**src/rtl/pid_pkg.sv**
```systemverilog
// rtl/pid_pkg.sv - shared states, register map and load-order helper for pid_sequencer
package pid_pkg;

  localparam int NUM_PID_REGS = 4;

  localparam logic [1:0] KP_ADDR  = 2'd0;
  localparam logic [1:0] KI_ADDR  = 2'd1;
  localparam logic [1:0] KD_ADDR  = 2'd2;
  localparam logic [1:0] CFG_ADDR = 2'd3;

  typedef enum logic [2:0] {
    IDLE,
    CLEAR,
    LOAD,
    RUN,
    WAIT
  } pid_state_e;

  // Order in which the PID registers are written during LOAD; CFG is last.
  function automatic logic [1:0] next_reg_addr(input logic [1:0] addr);
    case (addr)
      KP_ADDR: return KI_ADDR;
      KI_ADDR: return KD_ADDR;
      KD_ADDR: return CFG_ADDR;
      default: return KP_ADDR;
    endcase
  endfunction

endpackage

```
**src/rtl/pid_sample_timer.sv**
```systemverilog
// rtl/pid_sample_timer.sv - free-running modulo-SAMPLE_DIV counter with sync clear and tick
module pid_sample_timer #(
  parameter int SAMPLE_DIV = 100
) (
  input  logic clock,
  input  logic reset,
  input  logic clear,
  output logic tick
);

  localparam int CNT_W = $clog2(SAMPLE_DIV);
  localparam logic [CNT_W-1:0] CNT_LAST = CNT_W'(SAMPLE_DIV - 1);

  logic [CNT_W-1:0] count_q;
  logic [CNT_W-1:0] count_d;

  // Next count: held at zero while cleared, otherwise wraps at SAMPLE_DIV-1.
  always_comb begin
    count_d = count_q + CNT_W'(1);
    if (clear || (count_q == CNT_LAST)) begin
      count_d = '0;
    end
  end

  // Count register.
  always_ff @(posedge clock) begin
    if (reset) begin
      count_q <= '0;
    end else begin
      count_q <= count_d;
    end
  end

  assign tick = (count_q == CNT_LAST);

endmodule

```
**src/rtl/pid_sequencer.sv**
```systemverilog
// rtl/pid_sequencer.sv - PID register loader and periodic sampler; optional output clamp under PID_SEQ_SAT_EN
module pid_sequencer
  import pid_pkg::*;
#(
  parameter int D_WIDTH     = 16,
  parameter int SAMPLE_DIV  = 100,
  parameter int PID_LATENCY = 2
`ifdef PID_SEQ_SAT_EN
  ,
  parameter int OUT_MIN     = -1000,
  parameter int OUT_MAX     = 1000
`endif
) (
  input  logic               clock,
  input  logic               reset,
  input  logic               host_we,
  input  logic [1:0]         host_addr,
  input  logic [D_WIDTH-1:0] host_data,
  input  logic               host_commit,
  input  logic [D_WIDTH-1:0] target_in,
  input  logic [D_WIDTH-1:0] meas_in,
  output logic               busy,
  output logic               pid_reset,
  output logic               pid_write_enable,
  output logic [15:0]        pid_reg_addr,
  output logic [D_WIDTH-1:0] pid_reg_data,
  output logic [D_WIDTH-1:0] pid_target,
  output logic [D_WIDTH-1:0] pid_measurement,
  input  logic [D_WIDTH-1:0] pid_out,
  output logic [D_WIDTH-1:0] ctrl_out,
  output logic               ctrl_valid
`ifdef PID_SEQ_SAT_EN
  ,
  output logic               sat_flag
`endif
);

  localparam int WAIT_W = $clog2(PID_LATENCY + 1);
  localparam logic [WAIT_W-1:0] WAIT_LAST = WAIT_W'(PID_LATENCY - 1);

  pid_state_e         state_q, state_d;
  logic [1:0]         load_idx_q, load_idx_d;
  logic [WAIT_W-1:0]  wait_cnt_q, wait_cnt_d;
  logic               pending_q, pending_d;
  logic [D_WIDTH-1:0] shadow_q [NUM_PID_REGS];
  logic [D_WIDTH-1:0] shadow_d [NUM_PID_REGS];
  logic [D_WIDTH-1:0] pid_target_q, pid_target_d;
  logic [D_WIDTH-1:0] pid_meas_q, pid_meas_d;
  logic [D_WIDTH-1:0] ctrl_out_q, ctrl_out_d;
  logic               ctrl_valid_q, ctrl_valid_d;

  logic               timer_clear;
  logic               sample_tick;
  logic               capture;
  logic [D_WIDTH-1:0] cap_value;

  pid_sample_timer #(
    .SAMPLE_DIV(SAMPLE_DIV)
  ) u_sample_timer (
    .clock(clock),
    .reset(reset),
    .clear(timer_clear),
    .tick (sample_tick)
  );

  // Capture happens on the last WAIT cycle, PID_LATENCY cycles after launch.
  assign capture = (state_q == WAIT) && (wait_cnt_q == WAIT_LAST);

`ifdef PID_SEQ_SAT_EN
  localparam logic signed [D_WIDTH-1:0] OUT_MIN_W = D_WIDTH'(OUT_MIN);
  localparam logic signed [D_WIDTH-1:0] OUT_MAX_W = D_WIDTH'(OUT_MAX);

  logic cap_sat;
  logic sat_q, sat_d;

  // Signed clamp of the PID result into [OUT_MIN, OUT_MAX].
  always_comb begin
    cap_value = pid_out;
    cap_sat   = 1'b0;
    if ($signed(pid_out) > OUT_MAX_W) begin
      cap_value = OUT_MAX_W;
      cap_sat   = 1'b1;
    end else if ($signed(pid_out) < OUT_MIN_W) begin
      cap_value = OUT_MIN_W;
      cap_sat   = 1'b1;
    end
  end

  // Saturation flag follows the most recent capture.
  always_comb begin
    sat_d = sat_q;
    if (capture) begin
      sat_d = cap_sat;
    end
  end

  // Saturation flag register.
  always_ff @(posedge clock) begin
    if (reset) begin
      sat_q <= 1'b0;
    end else begin
      sat_q <= sat_d;
    end
  end

  assign sat_flag = sat_q;
`else
  assign cap_value = pid_out;
`endif

  // Host writes land in the shadows in any state; the PID only sees them on LOAD.
  always_comb begin
    shadow_d = shadow_q;
    if (host_we) begin
      shadow_d[host_addr] = host_data;
    end
  end

  // Sequencer next-state: clear, load four registers, then launch/capture samples.
  always_comb begin
    state_d      = state_q;
    load_idx_d   = load_idx_q;
    wait_cnt_d   = wait_cnt_q;
    pending_d    = pending_q;
    pid_target_d = pid_target_q;
    pid_meas_d   = pid_meas_q;
    ctrl_out_d   = ctrl_out_q;
    ctrl_valid_d = 1'b0;
    timer_clear  = 1'b1;
    case (state_q)
      IDLE: begin
        if (host_commit) begin
          state_d = CLEAR;
        end
      end
      CLEAR: begin
        load_idx_d = KP_ADDR;
        state_d    = LOAD;
      end
      LOAD: begin
        if (load_idx_q == CFG_ADDR) begin
          state_d = RUN;
        end else begin
          load_idx_d = next_reg_addr(load_idx_q);
        end
      end
      RUN: begin
        timer_clear = 1'b0;
        if (host_commit) begin
          state_d = CLEAR;
        end else if (sample_tick) begin
          pid_target_d = target_in;
          pid_meas_d   = meas_in;
          wait_cnt_d   = '0;
          state_d      = WAIT;
        end
      end
      WAIT: begin
        timer_clear = 1'b0;
        if (capture) begin
          ctrl_out_d   = cap_value;
          ctrl_valid_d = 1'b1;
          pending_d    = 1'b0;
          state_d      = (pending_q || host_commit) ? CLEAR : RUN;
        end else begin
          wait_cnt_d = wait_cnt_q + WAIT_W'(1);
          if (host_commit) begin
            pending_d = 1'b1;
          end
        end
      end
      default: state_d = IDLE;
    endcase
  end

  // State and datapath registers; reset aborts any sequence in progress.
  always_ff @(posedge clock) begin
    if (reset) begin
      state_q      <= IDLE;
      load_idx_q   <= '0;
      wait_cnt_q   <= '0;
      pending_q    <= 1'b0;
      pid_target_q <= '0;
      pid_meas_q   <= '0;
      ctrl_out_q   <= '0;
      ctrl_valid_q <= 1'b0;
      for (int i = 0; i < NUM_PID_REGS; i++) begin
        shadow_q[i] <= '0;
      end
    end else begin
      state_q      <= state_d;
      load_idx_q   <= load_idx_d;
      wait_cnt_q   <= wait_cnt_d;
      pending_q    <= pending_d;
      pid_target_q <= pid_target_d;
      pid_meas_q   <= pid_meas_d;
      ctrl_out_q   <= ctrl_out_d;
      ctrl_valid_q <= ctrl_valid_d;
      shadow_q     <= shadow_d;
    end
  end

  assign busy             = (state_q == CLEAR) || (state_q == LOAD);
  assign pid_reset        = (state_q != CLEAR);
  assign pid_write_enable = (state_q != LOAD);
  assign pid_reg_addr     = (state_q == LOAD) ? {14'd0, load_idx_q} : 16'd0;
  assign pid_reg_data     = (state_q == LOAD) ? shadow_q[load_idx_q] : '0;
  assign pid_target       = pid_target_q;
  assign pid_measurement  = pid_meas_q;
  assign ctrl_out         = ctrl_out_q;
  assign ctrl_valid       = ctrl_valid_q;

endmodule

```
**config.mk**
```make
export PLATFORM = sky130hd
export DESIGN_NAME = pid_sequencer
export DESIGN_NICKNAME = d
export VERILOG_FILES = /design/src/rtl/pid_pkg.sv /design/src/rtl/pid_sample_timer.sv /design/src/rtl/pid_sequencer.sv
export SDC_FILE = /design/constraint.sdc
export NUM_CORES = 1
export LEC_CHECK = 0
export BUFFER_PORTS_ARGS = -buffer_cell sky130_fd_sc_hd__buf_2
export CAP_MARGIN = 20
export CORE_ASPECT_RATIO = 0.8
export CORE_MARGIN = 4
export CORE_UTILIZATION = 33
export CTS_BUF_LIST = sky130_fd_sc_hd__clkbuf_4 sky130_fd_sc_hd__clkbuf_8 sky130_fd_sc_hd__clkbuf_16
export DETAILED_ROUTE_END_ITERATION = 16
export PLACE_DENSITY = 0.64
export SLEW_MARGIN = 20
export SYNTH_ARGS = -nofsm -noshare
export SYNTH_HDL_FRONTEND = slang
export SYNTH_HIERARCHICAL = 1
export SYNTH_SLANG_ARGS = --single-unit
```
**constraint.sdc**
```tcl
create_clock -name clock -period 5.1 [get_ports clock]
set_input_delay 0.765 -clock clock [delete_from_list [all_inputs] [get_ports clock]]
set_output_delay 0.765 -clock clock [all_outputs]
set_load 0.01 [all_outputs]
```
======== Yosys cells after proc, flatten, opt, wreduce, memory -nomap -nowiden ========
Index checks and enable logic that the tools add are counted.
word-level totals
  flip-flop bits (word level) ............. 128
  input bits .............................. 70
  output and inout bits ................... 84
  word-level logic and storage cells ...... 86
cells by class
  add/sub/neg operators ................... 2
  order comparisons ....................... 3
  equality and inequality tests ........... 19
  multiplexer cells ....................... 26
  bitwise logic cells ..................... 4
  reduce and logical (&&, ||, !) cells .... 19
operator list
  operator                                                                count
  64-bit bitwise mux                                                      1
  16-bit two-way mux                                                      4
  16-bit binary-select mux with 2-bit select                              1
  16-bit demux with 2-bit select                                          1
  3-bit two-way mux                                                       5
  3-bit one-hot mux with 5 select lines                                   1
  2-bit inequality test (second input constant)                           7
  2-bit two-way mux                                                       6
  2-bit one-hot mux with 2 select lines                                   2
  4-bit AND reduction                                                     2
  7-bit by 1-bit adder with 7-bit output (second input constant)          1
  7-bit equality test (second input constant)                             1
  3-bit by 2-bit equality test with 1-bit output (second input constant)  2
  3-bit >= comparator (second input constant)                             2
  2-bit NOT with 3-bit output                                             2
  2-bit one-hot mux with 3 select lines                                   1
  2-bit AND reduction                                                     3
  2-bit nonzero test                                                      3
  2-bit OR reduction                                                      3
  2-bit by 1-bit equality test with 1-bit output (second input constant)  2
  2-bit equality test (second input constant)                             2
  1-bit two-way mux                                                       4
  3-bit by 1-bit equality test with 1-bit output (second input constant)  1
  3-bit equality test (second input constant)                             1
  11 further kinds                                                        15

======== Longest topological paths before layout ========
Gate-level depths: netlist (run 1).
  depth after elaboration ................. 6
  mapped depth ............................ 8
  mapped depth without buffers ............ 7

======== Modules after synthesis ========
Netlist (run 1), hierarchy kept.
by module, submodules not included
  module            instances  cells each  area each (um^2)  sequential area each (um^2)
  pid_sequencer     1          583         4961.0            2422.3
  pid_sample_timer  1          34          310.3             140.1

======== Worst setup path after synthesis (run 1) ========
No wires, ideal clock.
  path kind ............................... register to output
  start point ............................. register load_idx_q[0]
  end point ............................... output port pid_reg_data[0]
  data arrival time ....................... 1545 ps
  required time ........................... 4335 ps
  setup slack ............................. 2790 ps
  stages on the path, launching flop included .. 5
  path buffers ............................ 2
  cells stage by stage .................... dfxtp_1 buf_2 buf_2 mux4_2 nor2b_1
on the way
  word-level cells in the longest chain between the ends .. 5
RTL lines
  item                                                    line                  text
  from (decl)                                             pid_sequencer.sv:42   logic [1:0] load_idx_q, load_idx_d;
  from (signal assigned)                                  pid_sequencer.sv:192  load_idx_q <= load_idx_d;
  2-bit NOT with 3-bit output (not written as such)       pid_sequencer.sv:207  assign pid_reg_data = (state_q == LOAD) ? shadow_q[load_idx_q] : '0;
  16-bit binary-select mux with 2-bit select              pid_sequencer.sv:207
  16-bit two-way mux (not written as such) (2 in series)  pid_sequencer.sv:207
  16-bit two-way mux                                      pid_sequencer.sv:207
  to (decl)                                               pid_sequencer.sv:26   output logic [D_WIDTH-1:0] pid_reg_data,
No other way between the ends. The select of a mux whose other input is x is not followed.

======== Final worst setup path (run 1) ========
  start point ............................. register load_idx_q[0]
  end point ............................... output port pid_reg_data[2]
Same word-level chain as after synthesis.

==> results of run 1 <==
## layout make-up
class,instances,area share [%]
diodes,1,0.03776
flip-flops and latches,128,38.66
repair buffers,145,11.21
clock buffers,20,6.853
inverters,6,0.3398
multi-input cells,439,37.17
clock inverters,11,1.661
well taps,215,4.059
## metrics by stage
step	cells	worst slack (ns)	total power [W]	util (%)
4_1_cts	964	1.893	0.002507	42.20
5_1_grt	964	1.756	0.002585	42.20
6_report	965	1.972	0.002471	42.22
3_5_place_dp	933	2.393	0.001347	38.61
3_3_place_gp	933	2.406	0.001347	38.61
2_1_floorplan	630	2.790	0.001262	-
## worst max-delay path, cell delays in order (launching register included)
cell	delay [ns]
dfxtp_1	0.73
buf_4	0.36
mux4_2	0.54
nor2b_1	0.15
buf_2	0.16
## power by group
| group | switching (W) | leakage [nW] | internal [W] |
|---|---|---|---|
| Combinational | 0.000152 | 1.31 | 0.000106 |
| Sequential | 0.0000396 | 1.04 | 0.00103 |
| Clock | 0.000453 | 0.269 | 0.000694 |
| Total | 0.000644 | 2.61 | 0.00183 |
## logic make-up (layout without fill, tap and decap cells)
group | after synthesis | count (layout) | synth area share (%)
fa+ha+maj | 5 | 5 | 1.187
xor+xnor | 3 | 3 | 0.4985
other cells | 1 | 15 | 0.07114
buf+inv | 63 | 182 | 5.744
flops | 128 | 128 | 48.61
mux | 18 | 18 | 7.216
simple gates | 268 | 268 | 22.41
compound gates | 131 | 131 | 14.27
## cells in the mapped netlist, types with 3 or more instances
library cell	n	area (um^2)
nor2b_1	18	112.6
clkbuf_1	33	123.9
a22o_1	16	140.1
or3_1	3	18.77
mux4_2	16	360.4
buf_4	15	112.6
nand3_1	3	15.01
inv_1	6	22.52
o21ai_0	3	15.01
ha_1	5	62.56
nor2_1	20	75.07
a21oi_1	102	510.5
nand2_1	199	747.0
dfxtp_1	128	2562
buf_2	8	40.04
or3b_2	4	35.03
nand2b_1	3	18.77
## how the worst max path moves through the flow
| stage | start | to | slack [ns] | depth (start not counted) |
|---|---|---|---|---|
| 6_report | load_idx_q[0] | pid_reg_data[2] | 1.97 | 4 |
| 4_1_cts | load_idx_q[0] | pid_reg_data[2] | 1.89 | 4 |
| 5_1_grt | load_idx_q[0] | pid_reg_data[2] | 1.76 | 4 |
| 2_1_floorplan | load_idx_q[0] | pid_reg_data[0] | 2.79 | 4 |
| 3_3_place_gp | load_idx_q[0] | pid_reg_data[2] | 2.41 | 4 |
| 3_5_place_dp | load_idx_q[0] | pid_reg_data[2] | 2.39 | 4 |
## per-layer routing
layer	wire length [um]	global-route usage, %
met1	6437	20.56
met2	5837	21.59
met3	972	5.302
met4	194	4.746
met5	7	0
## registers in the layout, summed over array words and instances, names as in the netlist
register,flops
shadow_q,64
ctrl_out,16
pid_measurement,16
pid_target,16
u_sample_timer/count_q,7
state_q,3
load_idx_q,2
wait_cnt_q,2
ctrl_valid,1
pending_q,1
## layout by cell type, fill, tap and decap left out, types with 2 or more instances in the layout
master | synthesis | final
a21oi_2 | 2 | 2
nand4_1 | 2 | 2
or3b_2 | 4 | 4
and3b_1 | 2 | 2
nand3_1 | 3 | 3
a22o_1 | 16 | 16
clkinvlp_4 | 0 | 3
dfxtp_1 | 128 | 128
nand2_1 | 199 | 199
or3b_1 | 2 | 2
nand3b_1 | 2 | 2
clkbuf_16 | 0 | 17
mux4_2 | 16 | 16
xor2_1 | 2 | 2
conb_1 | 1 | 14
or3_1 | 3 | 3
clkinv_4 | 0 | 5
nand2b_1 | 3 | 3
nor3b_2 | 2 | 2
buf_4 | 15 | 7
nor2b_1 | 18 | 18
clkbuf_4 | 0 | 2
mux2i_1 | 2 | 2
a21oi_1 | 102 | 102
ha_1 | 5 | 5
inv_1 | 6 | 6
o21ai_0 | 3 | 3
buf_2 | 8 | 138
nor2_1 | 20 | 20
or2_2 | 2 | 2
==> impl_metrics.csv, run 1 <==
group,metric,value,unit
drt,via_count,4469,
floorplan,die_h,121.0,um
worst_hold_path,worstHoldStart,"pid_measurement[9]",
worst_setup_path,cp-start-kind,"flip-flop",
synth,synth_seq_cells,128,
floorplan,core_area,15700,um^2
clock_tree,cts_sinks,128,
synth,syn_area,5271,um^2
power_and_ir_drop,p_per_area,372.8,nW/um^2
final_layout,fin_nets,812,
final_layout,syn_to_final_growth,25.73,%
flow_run,cap_violations,0,
clock_tree,cts_tree,"yes",
placement,gp_congestion,0.7402,
worst_setup_path,end_kind,"output port",
worst_setup_path,worst-endpoint-required,4.34,ns
sta,relSlewSlack,35.12,%
clock_tree,holdBufCountCts,0,
sta,tightest_slew,0.9718,ns
final_layout,fin_area,6628,um^2
floorplan,die_w,149.3,um
worst_hold_path,min_to,"pid_measurement[9]",
sta,setup-tns-final,0,ns
worst_setup_path,crit_arrival,2.36,ns
synth,synth_ff_type,"dfxtp_1",
run_status,status,"finished, final reports clean",
floorplan,floorplan.die_area,18070,um^2
sta,grt_setup_unrepaired,"false",
grt,grt_max_degree,65,
sta,setup_viol,0,
sta,max_freq,319.7,MHz
synth,netlist_instances,617,
grt,grt_usage,14.84,%
grt,antenna_found_initial,1,
power_and_ir_drop,leakagePower,2.614,nW
worst_setup_path,r2r-start,"load_idx_q[1]",
final_layout,multi_input_area,2464,um^2
grt,overflow,0,
synth,synth.avg_cell_area,8.543,um^2
clock_tree,cts.repair.resized,0,
synth,synthArstFlopShare,0,%
synth,yosysWarnings,6,
worst_hold_path,hold_path_class,"reg2reg",
worst_setup_path,rr_worst_depth,5,
worst_setup_path,regToRegSetupSlack,3.06,ns
final_layout,ff_latch_area,2562,um^2
final_layout,drive_gt1_share,27.77,%
drt,via_per_inst,4.631,
clock_tree,htreeDepth,4,
clock_tree,numCtsBuffers,17,
worst_setup_path,cp_max_fo,10,
sta,holdWs,0.4487,ns
floorplan,io_pins,154,
power_and_ir_drop,ir_drop,0.2412,mV
drt,drt-pass1-iter-count,4,
synth,ys_types,43,
placement,hpwl,8976,um
placement,dpl_cell_area,6061,um^2
clock_tree,path_clk_slew,0.06,ns
floorplan,start_util,33.58,%
clock_tree,root_buffer,"clkbuf_16",
worst_setup_path,timing.rr.end,"load_idx_q[1]",
clock_tree,post_cts_buffers,0,
drt,final_antenna_net_count,0,
clock_tree,ctsLongestPathBuffers,2,
sta,min_period,3.128,ns
drt,drc,0,
drt,drt-total-wl,13450,um
sta,hold_viol,0,
drt,drt-initial-drc-count,227,
final_layout,num-fill-cells,1637,
floorplan,row_count,41,
placement,portBuffers,139,
sta,fin_crit_sh,61.33,%
grt,grt_pass1_wl,21150,um
drt,wl_per_cell,13.94,um
clock_tree,clk_latency,0.41,ns
worst_hold_path,min_path_cells,2,
synth,synth-edff-count,0,
synth,seq_area_frac_synth,48.61,%
sta,clock_skew,0.01077,ns
sta,slew_viol_final,0,
grt,grt_pass1_vias,4051,
worst_setup_path,critPathKind,"reg2out",
Power figures use the tool's default switching activity.
==> run 2: changes to the inputs <==
Clock period 5.1 ns to 3.17 ns, I/O delays scaled along.
==> run 2 against run 1 <==
Net effect:
- clock skew grew 0.0010 ns
- setup slack got worse by 1.5 ns
- flip-flop and latch count unchanged
- first-iteration DRC count shrank 4.8%
- global-route usage is 0.31 points lower
- sequential share of layout area decreased by 0.54 points
- worst hold slack lost 0.17 ns
==> impl_metrics.csv, run 2 (same netlist as run 1, synthesis figures left out) <==
group,metric,value,unit
drt,drt-initial-drc-count,216,
final_layout,syn_to_final_growth,27.51,%
sta,tightest_slew,1.038,ns
clock_tree,cts_sinks,128,
power_and_ir_drop,leakagePower,2.663,nW
final_layout,n_antenna_cell,0,
power_and_ir_drop,p_per_area,627.7,nW/um^2
worst_setup_path,critPathKind,"reg2out",
placement,dp_cells,934,
worst_setup_path,regToRegSetupSlack,1.12,ns
sta,relSlewSlack,30.70,%
placement,gp_congestion,0.7055,
final_layout,utilization,42.82,%
grt,overflow,0,
drt,wl_per_cell,13.68,um
clock_tree,root_buffer,"clkbuf_16",
final_layout,fin_cells,966,
worst_hold_path,min_to,"ctrl_out[11]",
floorplan,die_h,121.0,um
drt,drc,0,
clock_tree,cts_tree,"yes",
clock_tree,cts.repair.resized,0,
grt,grt_usage,14.53,%
grt,grt_pass1_wl,21000,um
final_layout,top_register,"shadow_q",
worst_hold_path,hold_path_class,"in2reg",
drt,drt-total-wl,13220,um
sta,fin_crit_sh,86.21,%
placement,portBuffers,139,
sta,setup_viol,0,
drt,via_count,4466,
clock_tree,htreeDepth,4,
clock_tree,clk_latency,0.41,ns
worst_setup_path,r2r-start,"load_idx_q[1]",
drt,drt-pass1-iter-count,5,
floorplan,start_util,33.58,%
clock_tree,numCtsBuffers,17,
worst_setup_path,crit_arrival,2.26,ns
flow_run,cap_violations,0,
drt,final_antenna_net_count,0,
worst_setup_path,end_kind,"output port",
floorplan,io_pins,154,
final_layout,fin_nets,813,
sta,setup-tns-final,0,ns
grt,grt_max_degree,42,
final_layout,largest_reg_flops,64,
sta,min_period,2.733,ns
worst_hold_path,worstHoldStart,"pid_out[11]",
floorplan,die_w,149.3,um
final_layout,layout_common_cells,"199 x nand2_1, 138 x buf_2, 128 x dfxtp_1, 102 x a21oi_1, 20 x nor2_1",
placement,hpwl,8975,um
worst_setup_path,cp_max_fo,10,
clock_tree,path_clk_slew,0.06,ns
worst_setup_path,cp-start-kind,"flip-flop",
worst_hold_path,min_path_cells,2,
floorplan,floorplan.die_area,18070,um^2
floorplan,core_area,15700,um^2
clock_tree,post_cts_buffers,0,
clock_tree,holdBufCountCts,0,
sta,max_freq,365.9,MHz
sta,slew_viol_final,0,
grt,grt_pass1_vias,4123,
run_status,status,"finished, final reports clean",
floorplan,row_count,41,
grt,antenna_found_initial,1,
final_layout,final_common_cell,"nand2_1",
placement,dpl_cell_area,6081,um^2
final_layout,drive_gt1_share,27.96,%
sta,hold_viol,0,
final_layout,fin_area,6721,um^2
clock_tree,ctsLongestPathBuffers,2,
sta,clock_skew,0.01180,ns
sta,grt_setup_unrepaired,"false",
worst_setup_path,timing.rr.end,"load_idx_q[0]",
worst_setup_path,worst-endpoint-required,2.69,ns
drt,via_per_inst,4.623,
power_and_ir_drop,ir_drop,0.4654,mV
worst_setup_path,rr_worst_depth,5,
-- run 2: final cells by class --
type,instances,area [um^2]
fill,1648,8976
sequential,128,2562
multi-input combinational,439,2464
timing repair buffer,146,763.2
clock buffer,20,460.4
tap,215,269.0
clock inverter,12,180.2
inverter,6,22.52
-- run 2: per-stage QoR --
stage | setup slack [ns] | hold slack (ns) | power, W
floorplan | 1.150 | 0.4288 | 0.002030
global placement | 0.8516 | 0.4401 | 0.002169
detailed placement | 0.7941 | 0.4430 | 0.002173
CTS | 0.3330 | 0.2560 | 0.004283
global route | 0.2518 | 0.2539 | 0.004408
finish | 0.4371 | 0.2776 | 0.004219
-- run 2: report_power, final --
group / internal [W] / switching, W
logic: 0.000176 / 0.000244
registers: 0.00165 / 0.0000638
clock network: 0.00137 / 0.000712
total: 0.00320 / 0.00102
-- run 2: worst max path at each step --
stage                                 end          start  slack [ns]  cells after the start
final                     pid_reg_data[2]  load_idx_q[0]        0.44                      4
after detailed placement  pid_reg_data[2]  load_idx_q[0]        0.79                      4
after CTS                 pid_reg_data[2]  load_idx_q[0]        0.33                      4
after global routing      pid_reg_data[2]  load_idx_q[0]        0.25                      4
after floorplan           pid_reg_data[0]  load_idx_q[0]        1.15                      4
after global placement    pid_reg_data[2]  load_idx_q[0]        0.85                      4
-- run 2: worst max-delay path, cell delays in order (launching register included) --
cell	delay [ns]
dfxtp_1	0.78
buf_12	0.23
mux4_2	0.50
nor2b_1	0.16
buf_2	0.18
-- run 2: per-layer routing --
| metal | track usage (%) | wire length (um) | up-vias |
|---|---|---|---|
| li1 | - | - | 2277 |
| met1 | 19.55 | 5999 | 2039 |
| met2 | 22.41 | 6056 | 140 |
| met3 | 4.966 | 1062 | 8 |
| met4 | 3.831 | 93 | 2 |
| met5 | 0 | 7 | - |
==> run 3: changes to the inputs <==
Settings changed: CORE_MARGIN 4 to default, REMOVE_ABC_BUFFERS from default to 1.
==> run 3 against run 2 <==
Net effect:
- register-to-register slack barely moved
- core utilization increased by 0.69 points
- total power fell by 3.0%
- via count increased by 1.0%
- worst hold slack gained 0.0037 ns
- setup slack better by 0.12 ns
==> impl_metrics.csv, run 3 (same netlist as run 1, synthesis figures left out) <==
group,metric,value,unit
grt,grt_usage,16.38,%
floorplan,io_pins,154,
worst_setup_path,crit_buf_inv,1,
final_layout,drive_gt1_share,27.87,%
drt,via_count,4511,
power_and_ir_drop,leakagePower,2.622,nW
clock_tree,post_cts_buffers,0,
final_layout,layout_common_cells,"199 x nand2_1, 138 x buf_2, 128 x dfxtp_1, 102 x a21oi_1, 20 x nor2_1",
clock_tree,holdBufCountCts,0,
drt,via_per_inst,4.694,
final_layout,multi_input_area,2464,um^2
worst_setup_path,crit_path_max_incr_delay,0.99,ns
worst_setup_path,crit_arrival,2.14,ns
drt,drt-total-wl,13090,um
worst_setup_path,worst-endpoint-required,2.69,ns
clock_tree,numCtsBuffers,17,
floorplan,start_util,34.42,%
sta,fin_crit_sh,82.43,%
final_layout,fin_nets,812,
final_layout,fin_area,6663,um^2
drt,drt-initial-drc-count,218,
final_layout,top_register,"shadow_q",
clock_tree,htreeDepth,4,
placement,portBuffers,139,
drt,drt-pass1-iter-count,4,
sta,min_period,2.613,ns
floorplan,floorplan.die_area,16490,um^2
worst_setup_path,end_kind,"output port",
sta,setup-tns-final,0,ns
final_layout,syn_to_final_growth,26.39,%
grt,overflow,0,
placement,dpl_cell_area,6055,um^2
power_and_ir_drop,p_per_area,614.1,nW/um^2
floorplan,die_w,143.3,um
grt,grtUsageMet2,24.88,%
clock_tree,root_buffer,"clkbuf_16",
drt,drc,0,
worst_hold_path,hold_path_class,"in2reg",
sta,clock_skew,0.007413,ns
sta,grt_setup_unrepaired,"false",
sta,max_freq,382.7,MHz
grt,grt.met3_usage,5.706,%
final_layout,final_common_cell,"nand2_1",
worst_setup_path,cp_max_fo,20,
sta,slew_viol_final,0,
sta,setup_viol,0,
grt,grt_pass1_wl,20720,um
clock_tree,cts.repair.resized,0,
worst_setup_path,cp-start-kind,"flip-flop",
placement,gp_congestion,0.7500,
grt,antenna_found_initial,2,
run_status,status,"finished, final reports clean",
clock_tree,cts_sinks,128,
worst_setup_path,critPathSlowestCell,"dfxtp_1",
worst_setup_path,critPathKind,"reg2out",
power_and_ir_drop,total_power,0.004091,W
final_layout,largest_reg_flops,64,
sta,relSlewSlack,31.39,%
clock_tree,ctsLongestPathBuffers,2,
clock_tree,clk_latency,0.41,ns
floorplan,die_h,115.0,um
floorplan,core_area,15310,um^2
sta,tightest_slew,1.028,ns
grt,grt_pass1_vias,4086,
drt,final_antenna_net_count,0,
flow_run,cap_violations,0,
drt,wl_per_cell,13.62,um
grt,grt-busiest-layer,"met2",
sta,hold_viol,0,
floorplan,row_count,40,
placement,hpwl,8488,um
grt,grt_max_degree,64,
clock_tree,path_clk_slew,0.06,ns
clock_tree,cts_tree,"yes",
grt,grt_util_met1,21.60,%
worst_setup_path,crit_chain,"mux4_2, nor2b_1, buf_2",
worst_setup_path,cp_top_family,"flip-flops",
final_layout,num-fill-cells,1562,
final_layout,ff_latch_area,2562,um^2
power_and_ir_drop,ir_drop,0.3699,mV
run 3: changes by cell type in the layout (fill, tap and decap cells not counted), sizes merged:
cell | previous run | this run
clkinvlp | 2 | 6
bufinv | 4 | 2
diode | 0 | 1
clkbuf | 20 | 21
inv | 8 | 7
clkinv | 4 | 2
buf | 146 | 145
run 3: per-layer routing:
metal	up-vias	wire (um)
li1	2279	-
met3	8	836
met2	128	5945
met1	2096	6200
met5	-	0
met4	0	103
run 3: power breakdown:
group / switching [W] / internal (W)
combinational: 0.000250 / 0.000170
sequential: 0.0000555 / 0.00165
clock: 0.000730 / 0.00123
run 3: stage by stage:
stage	hold WS, ns	worst slack [ns]	util [%]	instances
2_1_floorplan	0.4271	0.6092	-	573
3_3_place_gp	0.4400	1.027	39.53	928
3_5_place_dp	0.4434	0.9953	39.53	928
4_1_cts	0.2573	0.5447	43.49	960
5_1_grt	0.2539	0.4525	43.50	961
6_report	0.2813	0.5570	43.50	961
run 3: worst paths after layout:
kind                     endpoint     startpoint  depth (start not counted)  slack (ns)
setup reg to reg    load_idx_q[1]  load_idx_q[1]                          5        1.11
setup / recovery  pid_reg_data[2]  load_idx_q[1]                          3        0.56
hold / removal        ctrl_out[2]     pid_out[2]                          2        0.28
hold reg to reg      shadow_q[23]   shadow_q[23]                          2        0.45
run 3: layout make-up:
cell class / count / area share, %
Clock buffer: 21 / 7.117
Tap cell: 210 / 3.944
Clock inverter: 11 / 1.972
Antenna cell: 1 / 0.03756
Timing Repair Buffer: 145 / 11.15
Multi-Input combinational cell: 439 / 36.98
Inverter: 6 / 0.3380
Sequential cell: 128 / 38.46
run 3: worst reg2reg max path: stages (launching register included):
cell and delay, ns:
dfxtp_1 0.64, ha_1 0.38, or3b_1 0.35, a21oi_1 0.27, mux2i_1 0.22, nor2_1 0.07
